**src/rtl/wb_master_bridge.sv**
```systemverilog
// Wishbone classic single-transfer initiator behind a valid/ready
// request/response port, with rty re-issue and a strobe timeout.
module wb_master_bridge #(
  parameter int TIMEOUT_CYCLES = 16,
  parameter int MAX_RETRIES    = 3
) (
  input  logic        clk_i,
  input  logic        rst_ni,
  input  logic        req_valid_i,
  output logic        req_ready_o,
  input  logic [31:0] req_addr_i,
  input  logic        req_we_i,
  input  logic [31:0] req_wdata_i,
  input  logic [3:0]  req_sel_i,
  output logic        rsp_valid_o,
  input  logic        rsp_ready_i,
  output logic [31:0] rsp_rdata_o,
  output logic        rsp_err_o,
  output logic        cyc_o,
  output logic        stb_o,
  output logic        we_o,
  output logic [31:0] adr_o,
  output logic [3:0]  sel_o,
  output logic [31:0] dat_o,
  input  logic [31:0] dat_i,
  input  logic        ack_i,
  input  logic        err_i,
  input  logic        rty_i
);

  localparam logic [1:0] S_IDLE = 2'd0;
  localparam logic [1:0] S_BUS  = 2'd1;
  localparam logic [1:0] S_GAP  = 2'd2;
  localparam logic [1:0] S_RESP = 2'd3;

  localparam logic [7:0] TMO_LAST = 8'(TIMEOUT_CYCLES - 1);
  localparam logic [3:0] RTY_MAX  = 4'(MAX_RETRIES);

  logic [1:0] state_q;
  logic [3:0] rty_q;
  logic [7:0] tmo_q;

  logic fin_ok;
  logic fin_bad;
  logic retry;
  logic rty_spent;
  logic tmo_hit;

  assign cyc_o       = (state_q == S_BUS);
  assign stb_o       = (state_q == S_BUS);
  assign req_ready_o = (state_q == S_IDLE);
  assign rsp_valid_o = (state_q == S_RESP);

  assign rty_spent = (rty_q == RTY_MAX);
  assign tmo_hit   = (tmo_q == TMO_LAST);

  // err > ack > rty; the three outcomes are mutually exclusive
  always_comb begin
    fin_ok  = 1'b0;
    fin_bad = 1'b0;
    retry   = 1'b0;
    fin_ok  = !err_i && ack_i;
    retry   = !err_i && !ack_i && rty_i && !rty_spent;
    fin_bad = err_i
            || (!ack_i && rty_i && rty_spent)
            || (!ack_i && !rty_i && tmo_hit);
  end

  always_ff @(posedge clk_i or negedge rst_ni) begin
    if (!rst_ni) begin
      state_q     <= S_IDLE;
      rty_q       <= '0;
      tmo_q       <= '0;
      we_o        <= 1'b0;
      adr_o       <= '0;
      sel_o       <= '0;
      dat_o       <= '0;
      rsp_rdata_o <= '0;
      rsp_err_o   <= 1'b0;
    end else begin
      unique case (state_q)
        S_IDLE: begin
          if (req_valid_i) begin
            adr_o   <= req_addr_i;
            we_o    <= req_we_i;
            dat_o   <= req_wdata_i;
            sel_o   <= req_sel_i;
            rty_q   <= '0;
            tmo_q   <= '0;
            state_q <= S_BUS;
          end
        end
        S_BUS: begin
          unique case (1'b1)
            fin_bad: begin
              rsp_rdata_o <= '0;
              rsp_err_o   <= 1'b1;
              state_q     <= S_RESP;
            end
            fin_ok: begin
              rsp_rdata_o <= we_o ? '0 : dat_i;
              rsp_err_o   <= 1'b0;
              state_q     <= S_RESP;
            end
            retry: begin
              rty_q   <= rty_q + 4'd1;
              state_q <= S_GAP;
            end
            default: tmo_q <= tmo_q + 8'd1;
          endcase
        end
        S_GAP: begin
          tmo_q   <= '0;
          state_q <= S_BUS;
        end
        S_RESP: begin
          if (rsp_ready_i) state_q <= S_IDLE;
        end
        default: state_q <= S_IDLE;
      endcase
    end
  end

endmodule
```
**config.mk**
```make
export PLATFORM = sky130hd
export DESIGN_NAME = wb_master_bridge
export DESIGN_NICKNAME = d
export VERILOG_FILES = /design/src/rtl/wb_master_bridge.sv
export SDC_FILE = /design/constraint.sdc
export NUM_CORES = 1
export LEC_CHECK = 0
export CORE_ASPECT_RATIO = 0.8
export CORE_MARGIN = 3
export CORE_UTILIZATION = 46
export CTS_BUF_LIST = sky130_fd_sc_hd__clkbuf_8
export CTS_CLUSTER_DIAMETER = 80
export DETAILED_ROUTE_END_ITERATION = 10
export MAX_ROUTING_LAYER = met4
export PLACE_DENSITY = 0.95
export SLEW_MARGIN = 20
export SYNTH_ARGS = -nofsm -noshare
export SYNTH_HDL_FRONTEND = slang
export SYNTH_SLANG_ARGS = --single-unit
```
**constraint.sdc**
```tcl
create_clock -name clk_i -period 2.7 [get_ports clk_i]
set_input_delay 0.405 -clock clk_i [delete_from_list [all_inputs] [get_ports clk_i]]
set_output_delay 0.405 -clock clk_i [all_outputs]
set_load 0.02 [all_outputs]
```
==> flow_metrics.env, run 1 <==
export IMPL_path_clk_slew_ns=0.06
export IMPL_slowest_stage="clkdlybuf4s50_1"
export IMPL_final_cell_mix="clkdlybuf4s50_1, dfrtp_1, mux2_2, a22o_1, clkbuf_8"
export IMPL_grt_ovfl_total=0
export IMPL_dr_pass1_iters=4
export IMPL_nFillCells=627
export IMPL_core_sq_mm=0.00969
export IMPL_max_freq_ghz=0.424
export IMPL_dieHeight_um=95.6
export IMPL_relSlewSlack_pct=59.9
export IMPL_antennaDiodeCount=0
export IMPL_synth_cells=306
export IMPL_vias=3510
export IMPL_synth_cell_types=42
export IMPL_max_stage_delay_ns=0.64
export IMPL_finalWirelength_mm=12.6
export IMPL_p_comb_share_pct=47.8
export IMPL_setup_viol=0
export IMPL_synth_edff_count=0
export IMPL_area_growth_pct=57.2
export IMPL_outcome="finished clean"
export IMPL_synth_seq_cells=116
export IMPL_crit_chain="nand2b_4, clkinv_1, clkdlybuf4s50_1"
export IMPL_design_die_area_sq_mm=0.0113
export IMPL_layout_commonest_cell="clkdlybuf4s50_1"
export IMPL_numCtsBuffers=17
export IMPL_antenna_found_initial=0
export IMPL_final_core_util_pct=74.8
export IMPL_grt_pass1_wl_mm=19.5
export IMPL_dpl_cell_count=644
export IMPL_fin_crit_sh_pct=87.4
export IMPL_die_x_um=118
export IMPL_critPathRequiredTime_ns=2.30
export IMPL_maxSlewViolCount=0
export IMPL_ys_flop_type="dfrtp_1"
export IMPL_hold_class="in -> async"
export IMPL_synth_yosys_seq_area_share_pct=62.9
export IMPL_powerDensity_mw_per_mm2=1180
export IMPL_portBuffers=213
export IMPL_wl_per_cell_um=18.7
export IMPL_async_reset_ff_share_pct=100
export IMPL_path_class="reg -> out"
export IMPL_vdd_ir_drop_max_v=0.000749
export IMPL_final_antenna_net_count=0
export IMPL_synthAdderAreaFrac_pct=0.542
export IMPL_initial_core_util_pct=47.6
export IMPL_drtIter0Drc=206
export IMPL_cp_start_kind="flip-flop"
export IMPL_syn_num_nets=416
export IMPL_cts_root_buffer="clkbuf_8"
export IMPL_maxCapViolations=0
export IMPL_drive_gt1_share_pct=21.8
export IMPL_tns_ns=0
export IMPL_pwr_share_clk_pct=17.2
export IMPL_synthMuxAreaShare_pct=17.5
export IMPL_path_max_fanout=9
export IMPL_netSwitchingFraction_pct=35.3
export IMPL_ctsLongestPathBuffers=2
export IMPL_drc_errors=0
export IMPL_rsz0062_at_grt="false"
export IMPL_final_cells=673
export IMPL_fin_crit_ns=2.36
export IMPL_tightest_slew_ns=0.600
export IMPL_gp_congestion=0.939
export IMPL_p_leak_nw=3.12
export IMPL_fin_nets=638
export IMPL_grt_pass1_vias=3615
export IMPL_synth_simple_area_share_pct=5.59
export IMPL_cts_sinks=116
export IMPL_internal_power_mw=5.53
export IMPL_grt_usage_pct=23.1
export IMPL_power_mw=8.55
export IMPL_ys_warn_count=0
export IMPL_dp_hpwl_mm=9.40
export IMPL_worstPathArrival_ns=1.95
export IMPL_skew_ns=0.0117
export IMPL_vias_per_cell=5.22
export IMPL_post_cts_resized=0
export IMPL_netlist_area_sq_mm=0.00461
export IMPL_endpoint_kind="output port"
export IMPL_syn_avg_cell_area_sq_um=15.1
export IMPL_num_io_pins=214
export IMPL_synth_top_family_by_area="multiplexers"
export IMPL_cts_tree="done"
export IMPL_hold_viol=0
export IMPL_power_frac_seq_pct=35.1
export IMPL_synth_compound_area_share_pct=10.1
export IMPL_grt_max_degree=72
export IMPL_synthXorXnorAreaFrac_pct=0.380
export IMPL_cts_htree_levels=4
export IMPL_p_sw_mw=3.02
export IMPL_insertion_delay_ns=0.41
export IMPL_rows=32
[logic make-up (layout without fill, tap and decap cells)]
kind of cell	after synthesis	count (layout)
flip-flops	116	116
multiplexers	72	72
AO/OA/AOI/OAI	51	51
AND/OR/NAND/NOR	40	40
buffers and inverters	23	254
adder cells (fa/ha/maj)	2	2
XOR/XNOR	2	2
[worst max-delay path, delay by kind of cell (launching register included)]
| kind | cells | cell delay [ns] |
|---|---|---|
| buffers and inverters | 2 | 0.91 |
| DFF | 1 | 0.49 |
| and+or+nand+nor | 1 | 0.15 |
[stage by stage]
| stage | setup slack (ns) | area, sq um | hold slack, ns |
|---|---|---|---|
| detailed placement | 0.409 | 6870 | 0.383 |
| finish | 0.341 | 7250 | 0.478 |
| global placement | 0.498 | 6870 | 0.376 |
| floorplan | 0.809 | 4610 | 0.109 |
| CTS | 0.313 | 7250 | 0.456 |
| global route | 0.226 | 7250 | 0.493 |
[power groups by stage]
stage | clock, mW | combinational [mW] | sequential (mW)
2_1_floorplan | 0 | 1.25 | 3.82
3_3_place_gp | 0 | 3.98 | 2.96
3_5_place_dp | 0 | 4.11 | 3.02
4_1_cts | 1.51 | 4.13 | 3.01
5_1_grt | 1.58 | 4.29 | 3.10
6_report | 1.47 | 4.08 | 3.00
[path summary, 6_finish.rpt]
kind | cells past startpoint | to | startpoint | slack (ns)
max in group asynchronous | 3 | adr_o[2]$_DFFE_PN0P_ | rst_ni | 1.54
worst max register to register | 6 | rsp_rdata_o[31]$_DFFE_PN0P_ | rty_q[0]$_DFFE_PN0P_ | 0.69
worst min-delay path | 2 | rty_q[0]$_DFFE_PN0P_ | rst_ni | 0.48
min in group clk_i | 1 | adr_o[20]$_DFFE_PN0P_ | adr_o[20]$_DFFE_PN0P_ | 0.51
worst max-delay path | 3 | cyc_o | state_q[0]$_DFFE_PN0P_ | 0.34
worst min register to register | 1 | adr_o[20]$_DFFE_PN0P_ | adr_o[20]$_DFFE_PN0P_ | 0.51
[what timing repair did]
| action | 4_1_cts | 5_1_grt |
|---|---|---|
| buffers inserted | 0 | 0 |
| hold buffers | 1 | 0 |
| endpoints found under the hold margin | 32 | 0 |
[cell usage after synthesis (2+ instances only)]
master,instances,area [sq um]
and2_1,6,37.5
nor2_1,6,22.5
dfrtp_1,116,2900
o21ai_0,3,15.0
buf_2,7,35.0
mux2i_1,2,20.0
and3_1,4,25.0
nand4_1,2,12.5
ha_1,2,25.0
inv_1,6,22.5
mux2_2,70,788
nor3_1,2,10.0
a22o_2,3,30.0
buf_6,4,45.0
a221o_1,3,30.0
nand3_1,5,25.0
nand2_1,4,15.0
buf_4,3,22.5
a22o_1,34,298
nor3b_1,2,15.0
[state kept, by name (all words and copies together), names as in the netlist]
signal       cells
adr_o           32
sel_o            4
state_q          2
we_o             1
tmo_q            8
rsp_rdata_o     32
rsp_err_o        1
rty_q            4
dat_o           32
[per-layer routing]
layer / track usage (%) / up-vias / wire (um) / part of all wire, %
li1: - / 1573 / - / -
met1: 26.5 / 1743 / 4870 / 39
met2: 38.1 / 174 / 6530 / 52
met3: 8.84 / 20 / 988 / 7.8
met4: 7.80 / 0 / 210 / 1.7
met5: - / - / 0 / 0
[area by class of cell]
cell class / count / area [sq um] / share of cell area (%)
Sequential cell: 116 / 2900 / 40.0
Timing Repair Buffer: 219 / 2200 / 30.4
Multi-Input combinational cell: 167 / 1580 / 21.8
Clock buffer: 23 / 317 / 4.37
Tap cell: 136 / 170 / 2.35
Clock inverter: 5 / 51.3 / 0.707
Inverter: 7 / 26.3 / 0.362
(Power assumes the default switching activity.)
==> inputs of run 2 (changes only) <==
- ABC_AREA: not set -> 1
- CORE_UTILIZATION: 46 -> 48
==> run 2 against run 1 <==
Against the previous run: synthesized area grew 13%; clock power rose by 29%; non-clock buffer count increased by 2; power is 9.9% higher; count of clock-buffer cells in the layout is 5 lower; clock skew grew 0.0020 ns; fmax is 5.6% higher; sequential share of layout area down 3.3 points; via count is 11% higher; critical path type unchanged.
==> flow_metrics.env, run 2 <==
export IMPL_final_antenna_net_count=0
export IMPL_grt_pass1_wl_mm=22.1
export IMPL_synth_seq_cells=116
export IMPL_hold_viol=0
export IMPL_crit_family="buffers and inverters"
export IMPL_portBuffers=213
export IMPL_reg_top3="adr_o: 32 flops, dat_o: 32 flops, rsp_rdata_o: 32 flops"
export IMPL_ys_flop_type="dfrtp_1"
export IMPL_synth_common_cells="dfrtp_1, nand2_1, mux2_4"
export IMPL_async_reset_ff_share_pct=100
export IMPL_cts_htree_levels=4
export IMPL_hold_buffers=0
export IMPL_fin_crit_sh_pct=82.8
export IMPL_synthAdderAreaFrac_pct=0.482
export IMPL_final_cells=784
export IMPL_initial_core_util_pct=49.9
export IMPL_die_x_um=122
export IMPL_p_leak_nw=3.59
export IMPL_final_core_util_pct=75.9
export IMPL_rsz0062_at_grt="false"
export IMPL_grt_max_degree=63
export IMPL_skew_ns=0.0137
export IMPL_insertion_delay_ns=0.43
export IMPL_crit_chain="inv_2, nor2_4, clkdlybuf4s50_1"
export IMPL_critPathRequiredTime_ns=2.30
export IMPL_synth_edff_count=0
export IMPL_dpl_cell_count=752
export IMPL_wl_per_cell_um=17.8
export IMPL_grt_ovfl_total=0
export IMPL_grt_usage_pct=24.4
export IMPL_synth_most_common_cell="dfrtp_1"
export IMPL_endpoint_kind="output port"
export IMPL_design_die_area_sq_mm=0.0121
export IMPL_dp_hpwl_mm=10.3
export IMPL_cp_start_kind="flip-flop"
export IMPL_synth_top_area_cell="dfrtp_1"
export IMPL_synth_cells=410
export IMPL_worstPathArrival_ns=1.83
export IMPL_path_max_fanout=7
export IMPL_maxCapViolations=0
export IMPL_netlist_area_sq_mm=0.00519
export IMPL_setup_viol=0
export IMPL_powerDensity_mw_per_mm2=1190
export IMPL_tns_ns=0
export IMPL_maxSlewViolCount=0
export IMPL_power_mw=9.40
export IMPL_synth_area_top_cells="dfrtp_1, mux2_4, nand2_1"
export IMPL_synth_cell_types=29
export IMPL_drtIter0Drc=319
export IMPL_num_io_pins=214
export IMPL_path_class="reg -> out"
export IMPL_synth_compound_area_share_pct=6.31
export IMPL_cts_sinks=116
export IMPL_final_cell_mix="clkdlybuf4s50_1, dfrtp_1, nand2_1, mux2_4, o21ai_2"
export IMPL_synth_simple_area_share_pct=12.9
export IMPL_post_cts_resized=0
export IMPL_cts_root_buffer="clkbuf_8"
export IMPL_slowest_stage="clkdlybuf4s50_1"
export IMPL_synth_yosys_seq_area_share_pct=55.9
export IMPL_syn_num_nets=520
export IMPL_max_stage_delay_ns=0.68
export IMPL_path_clk_slew_ns=0.07
export IMPL_dr_pass1_iters=4
export IMPL_vdd_ir_drop_max_v=0.000965
export IMPL_synth_top_family_by_area="multiplexers"
export IMPL_nFillCells=624
export IMPL_regArea_sq_mm=0.00290
export IMPL_cts_tree="done"
export IMPL_core_sq_mm=0.0104
export IMPL_ctsLongestPathBuffers=2
export IMPL_vias=3912
export IMPL_yosysTopAreaCellShare_pct=55.9
export IMPL_max_freq_ghz=0.447
export IMPL_grt_pass1_vias=4253
export IMPL_synthMuxAreaShare_pct=18.9
export IMPL_area_growth_pct=52.0
export IMPL_fin_crit_ns=2.23
export IMPL_finalHoldWorstSlack_ns=0.0506
export IMPL_hold_class="in -> async"
export IMPL_ys_warn_count=0
export IMPL_fin_nets=741
export IMPL_rows=33
export IMPL_numCtsBuffers=17
export IMPL_layout_commonest_cell="clkdlybuf4s50_1"
export IMPL_antennaDiodeCount=0
export IMPL_multiInputGateArea_sq_mm=0.00206
export IMPL_cp_buffers_inverters=2
export IMPL_drive_gt1_share_pct=25.8
export IMPL_relSlewSlack_pct=46.3
export IMPL_dieHeight_um=99.1
export IMPL_drc_errors=0
export IMPL_gp_congestion=0.903
export IMPL_vias_per_cell=4.99
export IMPL_finalWirelength_mm=13.9
export IMPL_synthXorXnorAreaFrac_pct=0.843
export IMPL_syn_avg_cell_area_sq_um=12.7
export IMPL_antenna_found_initial=0
export IMPL_tightest_slew_ns=0.805
export IMPL_post_cts_setup_buffers=0
export IMPL_outcome="finished clean"
run 2: cell types whose count changed after synthesis, moves of 7 or more:
cell / before / now
mux2_4: 0 / 55
nand2_1: 4 / 90
nor2_1: 6 / 13
buf_6: 4 / 14
mux2_2: 70 / 14
nand3_1: 5 / 16
o21ai_2: 0 / 33
a22o_1: 34 / 0
nand2_2: 0 / 9
run 2: layout make-up:
class / count / share of cell area [%]
tap: 140 / 2.22
multi-input combinational: 260 / 26.1
timing repair buffer: 221 / 28.2
clock buffer: 18 / 3.14
sequential: 116 / 36.8
inverter: 15 / 0.713
clock inverter: 14 / 2.81
run 2: worst paths after layout:
path / start / endpoint / slack [ns] / cells after the start
worst max-delay path: state_q[0]$_DFFE_PN0P_ / stb_o / 0.47 / 3
worst min-delay path: rst_ni / dat_o[22]$_DFFE_PN0P_ / 0.05 / 1
worst max register to register: rty_q[0]$_DFFE_PN0P_ / rsp_rdata_o[16]$_DFFE_PN0P_ / 0.85 / 9
worst min register to register: rsp_rdata_o[28]$_DFFE_PN0P_ / rsp_rdata_o[28]$_DFFE_PN0P_ / 0.48 / 2
max in group asynchronous: rst_ni / dat_o[28]$_DFFE_PN0P_ / 1.89 / 2
min in group clk_i: rsp_rdata_o[28]$_DFFE_PN0P_ / rsp_rdata_o[28]$_DFFE_PN0P_ / 0.48 / 2
run 2: power breakdown:
group | internal [mW] | leakage, nW | total [mW] | switching [mW]
registers | 2.47 | 1.45 | 2.96 | 0.486
logic | 2.38 | 1.90 | 4.55 | 2.18
clock network | 1.14 | 0.238 | 1.89 | 0.754
run 2: worst reg2reg max path: stages (launching register included):
cell and delay, ns:
dfrtp_1 0.41, ha_1 0.24, nand3_1 0.09, nand2_1 0.05
inv_1 0.13, nand2_2 0.10, nand2_4 0.25, buf_12 0.28
nand2_1 0.14, o21ai_2 0.08
run 2: cells by family (layout without fill, tap and decap cells):
kind of cell    after synthesis  count (layout)
mux                          69              69
compound gates               40              40
xor+xnor                      5               5
simple gates                144             144
flops                       116             116
fa+ha+maj                     2               2
buf+inv                      34             268
run 2: through the flow:
stage	worst slack [ns]	area, sq um
2_1_floorplan	1.22	5190
3_3_place_gp	0.649	7430
3_5_place_dp	0.492	7430
4_1_cts	0.422	7900
5_1_grt	0.378	7900
6_report	0.465	7900
run 2: per-layer routing:
metal | wire, um | up-vias | track usage (%)
met1 | 5260 | 1867 | 28.4
met5 | 0 | - | -
met4 | 229 | 0 | 8.95
met2 | 7030 | 217 | 39.3
li1 | - | 1810 | -
met3 | 1420 | 18 | 8.55
